$ cat config.mk
export PLATFORM = sky130hd
export DESIGN_NAME = rock_ramp_seq
export DESIGN_NICKNAME = d
export VERILOG_FILES = /design/src/rtl/rock_pkg.sv /design/src/rtl/rock_watchdog.sv /design/src/rtl/rock_ramp_seq.sv
export SDC_FILE = /design/constraint.sdc
export NUM_CORES = 1
export LEC_CHECK = 0
export ABC_AREA = 1
export BUFFER_PORTS_ARGS = -buffer_cell sky130_fd_sc_hd__buf_2
export CAP_MARGIN = 25
export CORE_UTILIZATION = 60
export CTS_BUF_LIST = sky130_fd_sc_hd__clkbuf_8
export DETAILED_ROUTE_END_ITERATION = 8
export PLACE_DENSITY = 0.88
export SLEW_MARGIN = 25
export SYNTH_ARGS = -nofsm -noshare
export SYNTH_HDL_FRONTEND = slang
export SYNTH_SLANG_ARGS = --single-unit
$ cat constraint.sdc
create_clock -name clk -period 1.7 [get_ports clk]
set_clock_uncertainty 0.05 [all_clocks]
set_input_delay 0.51 -clock clk [delete_from_list [all_inputs] [get_ports clk]]
set_output_delay 0.51 -clock clk [all_outputs]
set_load 0.05 [all_outputs]
$ cat src/rtl/rock_pkg.sv
// Shared types and helpers for the rocking-motion sequencer.
// Widths, FSM state encoding and swing-length arithmetic.
package rock_pkg;

  localparam int AMP_W  = 3;
  localparam int FREQ_W = 3;

  typedef enum logic [1:0] {
    IDLE    = 2'd0,
    SWING_L = 2'd1,
    SWING_R = 2'd2
  } rock_state_t;

  // Ticks in one half-swing at a given applied frequency.
  function automatic int unsigned half_len(
    input logic [FREQ_W-1:0] freq,
    input int unsigned       unit
  );
    return (32'd8 - 32'(freq)) * unit;
  endfunction

endpackage

$ cat src/rtl/rock_watchdog.sv
// Target-freshness watchdog: counts ticks since the last
// target strobe, saturating, and flags stale targets.
import rock_pkg::*;

module rock_watchdog #(
  parameter int unsigned TIMEOUT = 200
) (
  input  logic clk,
  input  logic reset,
  input  logic tick,
  input  logic clear,
  output logic stale
);

  localparam int W = $clog2(TIMEOUT + 1);
  localparam logic [W-1:0] LIMIT = W'(TIMEOUT);

  logic [W-1:0] cnt_q, cnt_d;
  logic         stale_q, stale_d;

  // Count ticks up to the limit; a strobe restarts the window.
  always_comb begin
    cnt_d   = cnt_q;
    stale_d = stale_q;
    if (clear) begin
      cnt_d   = '0;
      stale_d = 1'b0;
    end else if (tick) begin
      if (cnt_q != LIMIT) cnt_d = cnt_q + W'(1);
      if (cnt_d == LIMIT) stale_d = 1'b1;
    end
  end

  // Watchdog registers.
  always_ff @(posedge clk) begin
    if (reset) begin
      cnt_q   <= '0;
      stale_q <= 1'b0;
    end else begin
      cnt_q   <= cnt_d;
      stale_q <= stale_d;
    end
  end

  assign stale = stale_q;

endmodule

$ cat src/rtl/rock_ramp_seq.sv
// Rocking sequencer: latches targets, swings left/right on
// ticks and ramps amp/freq one step per full period.
import rock_pkg::*;

module rock_ramp_seq #(
  parameter int unsigned HALF_UNIT = 4,
  parameter int unsigned TIMEOUT   = 200
) (
  input  logic       clk,
  input  logic       reset,
  input  logic       tick,
  input  logic       enable,
  input  logic [2:0] tgt_amp,
  input  logic [2:0] tgt_freq,
  input  logic       tgt_valid,
  output logic [2:0] amp,
  output logic [2:0] freq,
  output logic       dir,
  output logic       period_end,
  output logic       stale,
  output logic       busy
);

  localparam int CNT_W = $clog2(7 * HALF_UNIT);

  rock_state_t state_q, state_d;

  logic [AMP_W-1:0]  amp_q, amp_d;
  logic [FREQ_W-1:0] freq_q, freq_d;
  logic [AMP_W-1:0]  t_amp_q, t_amp_d;
  logic [FREQ_W-1:0] t_freq_q, t_freq_d;
  logic [CNT_W-1:0]  cnt_q, cnt_d;
  logic              dir_q, dir_d;
  logic              pe_q, pe_d;
  logic              busy_q, busy_d;

  logic              stale_w;
  logic              eff_nz;
  logic [CNT_W-1:0]  last_cnt;

  function automatic logic [2:0] step_to(
    input logic [2:0] cur,
    input logic [2:0] tgt
  );
    if (cur < tgt) return cur + 3'd1;
    if (cur > tgt) return cur - 3'd1;
    return cur;
  endfunction

  rock_watchdog #(
    .TIMEOUT (TIMEOUT)
  ) u_wd (
    .clk   (clk),
    .reset (reset),
    .tick  (tick),
    .clear (tgt_valid),
    .stale (stale_w)
  );

  assign eff_nz = enable & ~stale_w
                & (t_amp_q != '0) & (t_freq_q != '0);

  assign last_cnt =
    CNT_W'(half_len(freq_q, HALF_UNIT) - 32'd1);

  // Next state: swing timing, boundary ramp and stop.
  always_comb begin
    state_d  = state_q;
    amp_d    = amp_q;
    freq_d   = freq_q;
    dir_d    = dir_q;
    cnt_d    = cnt_q;
    pe_d     = 1'b0;
    t_amp_d  = tgt_valid ? tgt_amp  : t_amp_q;
    t_freq_d = tgt_valid ? tgt_freq : t_freq_q;
    if (tick) begin
      unique case (state_q)
        IDLE: begin
          if (eff_nz) begin
            state_d = SWING_L;
            amp_d   = 3'd1;
            freq_d  = 3'd1;
            cnt_d   = '0;
            dir_d   = 1'b0;
          end
        end
        SWING_L: begin
          if (cnt_q == last_cnt) begin
            cnt_d   = '0;
            state_d = SWING_R;
            dir_d   = 1'b1;
          end else begin
            cnt_d = cnt_q + CNT_W'(1);
          end
        end
        SWING_R: begin
          if (cnt_q == last_cnt) begin
            cnt_d   = '0;
            dir_d   = 1'b0;
            pe_d    = 1'b1;
            state_d = SWING_L;
            if (eff_nz) begin
              amp_d  = step_to(amp_q, t_amp_q);
              freq_d = step_to(freq_q, t_freq_q);
            end else if (amp_q <= 3'd1) begin
              amp_d   = '0;
              freq_d  = '0;
              state_d = IDLE;
            end else begin
              amp_d = amp_q - 3'd1;
            end
          end else begin
            cnt_d = cnt_q + CNT_W'(1);
          end
        end
        default: begin
          state_d = IDLE;
        end
      endcase
    end
    busy_d = (state_d != IDLE);
  end

  // State, applied values and latched targets.
  always_ff @(posedge clk) begin
    if (reset) begin
      state_q  <= IDLE;
      amp_q    <= '0;
      freq_q   <= '0;
      t_amp_q  <= '0;
      t_freq_q <= '0;
      cnt_q    <= '0;
      dir_q    <= 1'b0;
      pe_q     <= 1'b0;
      busy_q   <= 1'b0;
    end else begin
      state_q  <= state_d;
      amp_q    <= amp_d;
      freq_q   <= freq_d;
      t_amp_q  <= t_amp_d;
      t_freq_q <= t_freq_d;
      cnt_q    <= cnt_d;
      dir_q    <= dir_d;
      pe_q     <= pe_d;
      busy_q   <= busy_d;
    end
  end

  assign amp        = amp_q;
  assign freq       = freq_q;
  assign dir        = dir_q;
  assign period_end = pe_q;
  assign stale      = stale_w;
  assign busy       = busy_q;

endmodule
======== After elaboration in Yosys (flattened, before gate mapping) ========
Index checks and enable logic that the tools add are counted.
storage, ports and cells
  register bits ........................... 31
  bits in latches ......................... 0
  bits in writable memories ............... 0
  bits in read-only memories .............. 0
  output and inout port bits .............. 10
  word-level logic and storage cells ...... 113
  memories ................................ 0
operators by class
  $add $sub $neg .......................... 8
  multiply operators ...................... 0
  div/mod/pow operators ................... 0
  magnitude comparators ................... 5
  equal/unequal tests ..................... 11
  shift operators ......................... 0
  muxes and demuxes ....................... 57
  bitwise gates (word level) .............. 6
  reduce and logical (&&, ||, !) cells .... 15
operators by type and width
  operator                                          count
  2-to-1 mux 3 bit                                  15
  2-to-1 mux 1 bit                                  28
  2-to-1 mux 8 bit                                  3
  case mux 3 bit (2 select lines)                   2
  2-to-1 mux 5 bit                                  2
  case mux 5 bit (2 select lines)                   1
  AND reduction 5 bit                               2
  nonzero test 3 bit                                3
  adder 8 x 1 -> 8 bit, second input constant       1
  == test 8 bit, second input constant              1
  2-to-1 mux 2 bit                                  4
  != test 4 bit, second input constant              2
  != test 8 bit, second input constant              1
  adder 3 x 1 -> 3 bit, second input constant       2
  greater-than comparator 3 bit                     2
  less-than comparator 3 bit                        2
  != test 2 bit, second input constant              3
  case mux 2 bit (3 select lines)                   1
  AND reduction 6 bit                               1
  nonzero test 2 bit                                3
  subtractor 3 x 1 -> 3 bit, second input constant  2
  adder 5 x 1 -> 5 bit, second input constant       1
  == test 5 bit                                     1
  subtractor 5 x 2 -> 5 bit, second input constant  1
  other kinds (13)                                  18

======== Logic depth before layout (Yosys ltp) ========
Gate-level depths: netlist of the first run.
  depth in word-level cells ............... 18
  depth in mapped cells ................... 12
  depth with buffers taken out ............ 12

======== By module ========
Synthesis of the first run repeated with hierarchy kept, for this count alone.
second synthesis, totals
  cells, all modules ...................... 325
  area, all modules ....................... 2134.5 um2
modules (own cells, without submodules)
  module         times used  cells an instance  area an instance (um2)  seq. area each (um2)
  rock_ramp_seq  1           232                1546.5                  440.4
  rock_watchdog  1           93                 588.1                   180.2

======== Least setup slack after synthesis of the first run ========
OpenSTA, ideal clock, no wires.
  kind .................................... reg-to-reg
  from .................................... register amp_q[0], in the netlist amp[0]
  to ...................................... register amp_q[2], in the netlist amp[2]
  library setup time ...................... 115 ps
  data arrival time ....................... 1856 ps
  path slack .............................. -321 ps
  stages on the path, launching flop included .. 12
  path buffers ............................ 0
  clock period less this slack ............ 2021 ps
  cells stage by stage .................... dfxtp_1 inv_1 ha_1 nand3b_1 nand2_1 nand2_1 nand4_2 clkinv_1 nor2_4 nand2_1 nand2_1 nor2_1
between the ends
  longest elaborated chain between the ends .. 10
  elaborated cells between the ends (all ways) .. 26
  those cells by class .................... 2 x add/sub; 3 x order compare; 1 x eq/ne; 19 x mux; 1 x reduce/logical
RTL lines
  element                          RTL line              text
  from (decl)                      rock_ramp_seq.sv:28   logic [AMP_W-1:0] amp_q, amp_d;
  from (signal assigned)           rock_ramp_seq.sv:138  amp_q <= amp_d;
  less-than comparator 3 bit       rock_ramp_seq.sv:45   if (cur < tgt) return cur + 3'd1;
  2-to-1 mux 1 bit                 rock_ramp_seq.sv:45
  2-to-1 mux 1 bit                 rock_ramp_seq.sv:102  if (eff_nz) begin
  2-to-1 mux 1 bit                 rock_ramp_seq.sv:97   if (cnt_q == last_cnt) begin
  2-to-1 mux 1 bit                 rock_ramp_seq.sv:77   unique case (state_q)
  2-to-1 mux 1 bit                 rock_ramp_seq.sv:76   if (tick) begin
  2-to-1 mux 3 bit                 rock_ramp_seq.sv:46   if (cur > tgt) return cur - 3'd1;
  2-to-1 mux 3 bit                 rock_ramp_seq.sv:102
  2-to-1 mux 3 bit                 rock_ramp_seq.sv:97
  case mux 3 bit (2 select lines)  rock_ramp_seq.sv:77
Several ways; a longest one is shown, not always the timed one. The select of a mux whose other input is x is not followed.
A chain may end at the register's enable or synchronous reset.

======== Worst setup path in the final report of the first run ========
  from .................................... register freq_q[2], in the netlist freq[2]
  to ...................................... output port freq[2]
RTL lines
  element                 RTL line              text
  from (decl)             rock_ramp_seq.sv:29   logic [FREQ_W-1:0] freq_q, freq_d;
  from (signal assigned)  rock_ramp_seq.sv:139  freq_q <= freq_d;
  to (decl)               rock_ramp_seq.sv:17   output logic [2:0] freq,
No word-level cell between the ends.

==> results of run 1 <==
-- worst max-delay path by stage --
stage                      startpoint      end
after floorplan                amp[2]   amp[2]
after detailed placement       enable   amp[2]
after global routing      t_freq_q[2]  freq[1]
after global placement         enable   amp[1]
after CTS                 t_freq_q[2]  freq[2]
final                         freq[2]  freq[2]
-- registers in the layout (all words and copies together) (netlist names) --
register,flops
freq,3
dir,1
period_end,1
cnt_q,5
amp,3
state_q,2
t_freq_q,3
t_amp_q,3
busy,1
u_wd.stale,1
u_wd.cnt_q,8
-- cell families after synthesis --
group	count (synthesis)
compound gates	44
xor+xnor	8
flops	31
buf+inv	62
fa+ha+maj	18
simple gates	180
-- tightest hold or removal path, stage by stage --
cell and delay (ns):
buf_2 0.07, nor2_1 0.03, nor2_1 0.09
-- timing repair --
action,in CTS,in global routing
resized for setup,1,22
pin swaps,0,4
endpoints found under the setup margin,3,10
buffers inserted,0,0
-- power groups by stage --
stage          clock network, mW  logic (mW)  registers [mW]
6_report                   0.628       0.437           0.785
5_1_grt                    0.676       0.485           0.789
4_1_cts                    0.646       0.408           0.782
3_5_place_dp                   0       0.404           0.799
3_3_place_gp                   0       0.392           0.798
2_1_floorplan                  0       0.269           0.827
-- layer usage --
layer  vias up  wire [um]
li1       1160          -
met1       972       2260
met3         6        135
met5         -          0
met2        38       2490
met4         0         52
-- per-stage QoR --
step	cells	utilization, %	worst slack (ns)	TNS [ns]
2_1_floorplan	343	-	-0.0000554	-0.0000554
3_3_place_gp	417	68.9	0.0405	0
3_5_place_dp	417	68.9	0.000193	0
4_1_cts	425	71.7	-0.00459	-0.00791
5_1_grt	425	73.9	-0.0323	-0.0490
6_report	425	73.9	0.0659	0
-- cell usage in the layout (no fill, tap or decap), drive strengths merged, types with 3 or more instances in the layout --
master  synthesis  final
clkbuf          2      7
inv            53     54
nand4           5      5
ha             18     18
buf             5     33
xor2            3      3
xnor2           5      5
dfxtp          31     31
nand3          38     38
o211ai          4      4
nor2           39     39
o21ai          17     17
nand2          92     92
a21oi          22     22
-- area by class of cell --
class / count / share of cell area, %
multi-input cells: 250 / 55.9
flip-flops and latches: 31 / 23.4
inverters: 55 / 7.58
repair buffers: 33 / 7.25
clock buffers: 7 / 3.54
well taps: 48 / 2.20
clock inverters: 1 / 0.138
==> results.cfg, run 1 <==
[synthesis]
synth-simple-area-share_pct = 38.7
yosysUniqueCellTypes = 35
ys_warn_count = 0
synth-xor-area-share_pct = 3.02
synth_commonest_cells = nand2_1 (86), inv_1 (45), nand3_1 (33)
netlist_area_sq_um = 2320
synth.most_common_cell = nand2_1
async_reset_ff_share_pct = 0
muxShareOfSynthArea_pct = 0
seq_area_frac_synth_pct = 26.8
syn_nets = 372
synth_compound_area_share_pct = 10.9
synth_top_area_share_pct = 26.8
synthTopCellsByArea = dfxtp_1 (27%), nand2_1 (14%), ha_1 (9.7%)
synth_ff_type = dfxtp_1
syn_area_per_cell_sq_um = 6.76
synth_top_family_by_area = simple AND/OR/NAND/NOR gates
synthAdderAreaFrac_pct = 9.72
netlist_instances = 343
synth_top_cell_by_area = dfxtp_1
ys_ff_latch = 31
synth-edff-count = 0

[clock_network]
clock_latency_ns = 0.28
cts_root_buf = clkbuf_8
htree_levels = 2
numCtsBuffers = 5
clock_sinks = 31
clk_pin_slew_ns = 0.07
clockBufferDepth = 2
cts_hold_buf = 0
cts_tree = yes

[setup_path]
crit_path_end_kind = output port
reg2reg_to = freq[0]
critPathKind = reg2out
worstSetupStartpointType = flop
critPathArrivalTime_ns = 1.07
rrSetupSlack_ns = 0.07
path_buf_inv = 2
worst_path_dominant_cell_family = buffers and inverters
max_stage_delay_ns = 0.36
crit_fanout = 7
path_cells = buf_4 -> buf_2
worstPathRequired_ns = 1.14
rr_worst_depth = 9
worstReg2RegStart = freq[0]
cp_num_cells = 2
cp_slowest_cell = dfxtp_2

[pwr]
p_per_area_nw_per_um2 = 679
p_clk_share_pct = 34.0
max-vdd-ir-drop_mv = 0.510
p_leak_nw = 1.30
p_total_mw = 1.85
p_sw_uw = 569
p_int_mw = 1.28
pwr-share-comb_pct = 23.6
swShare_pct = 30.7
p_seq_share_pct = 42.4

[placement]
portBuffers = 20
hpwl_um = 3780
placed_cell_area_sq_um = 2540
gp_congestion = 0.896

[global_route]
grtUsageTotal_pct = 25.2
gr-usage-met1_pct = 29.0
top_usage_layer = met2
first_global_vias = 1949
met2_usage_pct = 46.0
met3_usage_pct = 5.18
grt_pass1_wl_um = 8090
grt_max_degree = 13
overflow = 0
antenna_found_initial = 0

[drt]
routed-via-count = 2176
drt-initial-drc-count = 126
drc = 0
ant_nets = 0
wire_per_inst_um = 11.6
wirelength_um = 4930
firstDrtPassIters = 4
via_per_inst = 5.12

[layout]
finalNetCount = 405
multi_input_area_sq_um = 1520
area_growth_pct = 17.6
n_antenna_cell = 0
nFillCells = 304
regArea_sq_um = 638
drive_gt1_share_pct = 28.1
fin_area_sq_um = 2730

[die]
initial_core_util_pct = 62.8
coreArea_sq_um = 3690
rows = 22
ios = 21
dieArea_sq_um = 4110
fp.dieH_um = 64.1
die_w_um = 64.1

[sta]
rsz0062_at_grt = true
slew_viol_final = 0
setup_viol = 0
fmax_ghz = 0.612
hold_violations = 0
worst_slew_pin_slew_ns = 0.344
whs_ns = 0.416
relSlewSlack_pct = 77.0
period_minus_slack_ns = 1.63
finalCritPeriodShare_pct = 96.1

[status]
status = completed

[hold_path]
hold_path.class = in2reg
hold_path_end = t_freq_q[0]
hold_depth = 3
hp-start = tgt_freq[0]

[flow_run]
maxCapViolations = 0
(Power assumes the default switching activity.)
==> run 2: changes to the inputs <==
--- a/config.mk
+++ b/config.mk
@@ -9,7 +9,6 @@
 export BUFFER_PORTS_ARGS = -buffer_cell sky130_fd_sc_hd__buf_2
 export CAP_MARGIN = 25
 export CORE_UTILIZATION = 60
-export CTS_BUF_LIST = sky130_fd_sc_hd__clkbuf_8
 export DETAILED_ROUTE_END_ITERATION = 8
 export PLACE_DENSITY = 0.88
 export SLEW_MARGIN = 25
==> run 2 against run 1 <==
Clock power increased by 1%. Critical path depth unchanged. Combinational power hardly changed. Routed wire length stayed put. Largest power group unchanged.
==> results.cfg, run 2 (synthesized netlist as in run 1, its figures left out) <==
[layout]
area_growth_pct = 17.6
final_common_cell = nand2_1
fin_area_sq_um = 2730
n_antenna_cell = 0
finalNetCount = 405
largest_register = u_wd.cnt_q
final_cell_mix = nand2_1 (81), inv_1 (42), nand3_1 (32)
drive_gt1_share_pct = 28.1
reg.largest.list = u_wd.cnt_q: 8 flops, cnt_q: 5 flops
fin_cells = 425
largest_register_ffs = 8

[drt]
routed-via-count = 2177
via_per_inst = 5.12
drt-initial-drc-count = 125
wire_per_inst_um = 11.6
wirelength_um = 4930
drc = 0
ant_nets = 0
firstDrtPassIters = 4

[setup_path]
worstPathRequired_ns = 1.14
startpoint = freq[2]
critPathArrivalTime_ns = 1.07
critPathKind = reg2out
rrSetupSlack_ns = 0.07
worstSetupStartpointType = flop
worstReg2RegStart = freq[0]
crit_path_end_kind = output port
crit_fanout = 7

[sta]
fmax_ghz = 0.612
relSlewSlack_pct = 77.0
setup_viol = 0
finalCritPeriodShare_pct = 96.1
rsz0062_at_grt = true
period_minus_slack_ns = 1.63
slew_viol_final = 0
worst_slew_pin_slew_ns = 0.344
whs_ns = 0.416
hold_violations = 0
fin_ws_ns = 0.0659

[hold_path]
hp-start = tgt_freq[0]
hold_path.class = in2reg

[clock_network]
clock_sinks = 31
cts_root_buf = clkbuf_8
clock_latency_ns = 0.28
cts_hold_buf = 0
clockBufferDepth = 2
cts_tree = yes
numCtsBuffers = 5
htree_levels = 2
clk_pin_slew_ns = 0.07

[die]
fp.dieH_um = 64.1
dieArea_sq_um = 4110
rows = 22
coreArea_sq_um = 3690
initial_core_util_pct = 62.8
ios = 21
die_w_um = 64.1

[placement]
hpwl_um = 3780
gp_congestion = 0.896
placed_cell_area_sq_um = 2540
post-place-ws_ns = 0.000193
portBuffers = 20
dp_cells = 417

[global_route]
overflow = 0
grt_pass1_wl_um = 8090
first_global_vias = 1949
grtUsageTotal_pct = 25.2
antenna_found_initial = 0
grt_max_degree = 13

[pwr]
p_leak_nw = 1.30
p_clk_share_pct = 34.2
p_sw_uw = 568
swShare_pct = 30.6
p_int_mw = 1.29
max-vdd-ir-drop_mv = 0.510
p_seq_share_pct = 42.3
pwr-share-comb_pct = 23.6
p_per_area_nw_per_um2 = 681

[flow_run]
maxCapViolations = 0

[status]
status = completed
## run 2: what timing repair did
action / in CTS / in global routing
endpoints found under the setup margin: 3 / 10
pin swaps: 0 / 4
resized for setup: 1 / 22
buffers inserted: 0 / 0
## run 2: through the flow
stage / power, mW / util, % / setup TNS [ns]
floorplan: 1.10 / - / -0.0000554
global placement: 1.19 / 68.9 / 0
detailed placement: 1.20 / 68.9 / 0
CTS: 1.84 / 71.7 / -0.00791
global route: 1.96 / 73.9 / -0.0490
finish: 1.86 / 73.9 / 0
## run 2: per-layer routing
layer	wire length (um)	vias to the layer above	part of all wire [%]	global-route usage, %
li1	-	1160	-	-
met1	2260	973	46	29.0
met2	2490	38	50	46.0
met3	135	6	2.7	5.18
met4	52	0	1.1	8.06
met5	0	-	0	0
## run 2: final timing paths
check,end,cells past startpoint
setup / recovery,freq[2],2
hold / removal,t_freq_q[0],3
setup reg to reg,freq[0],9
hold reg to reg,u_wd.stale,2
## run 2: worst max-delay path, cell delays in order, from the launching register on
cell,delay (ns)
dfxtp_2,0.36
buf_4,0.17
buf_2,0.27
## run 2: power by group through the flow
| stage | Combinational [mW] | Clock (mW) | Sequential (mW) |
|---|---|---|---|
| floorplan | 0.269 | 0 | 0.827 |
| global placement | 0.392 | 0 | 0.798 |
| detailed placement | 0.404 | 0 | 0.799 |
| CTS | 0.408 | 0.652 | 0.782 |
| global route | 0.485 | 0.682 | 0.789 |
| finish | 0.437 | 0.634 | 0.785 |
## run 2: area by class of cell
cell class	instances	area, sq um
multi-input combinational	250	1520
fill	304	963
sequential	31	638
inverter	55	206
timing repair buffer	33	198
clock buffer	8	100
tap	48	60.1
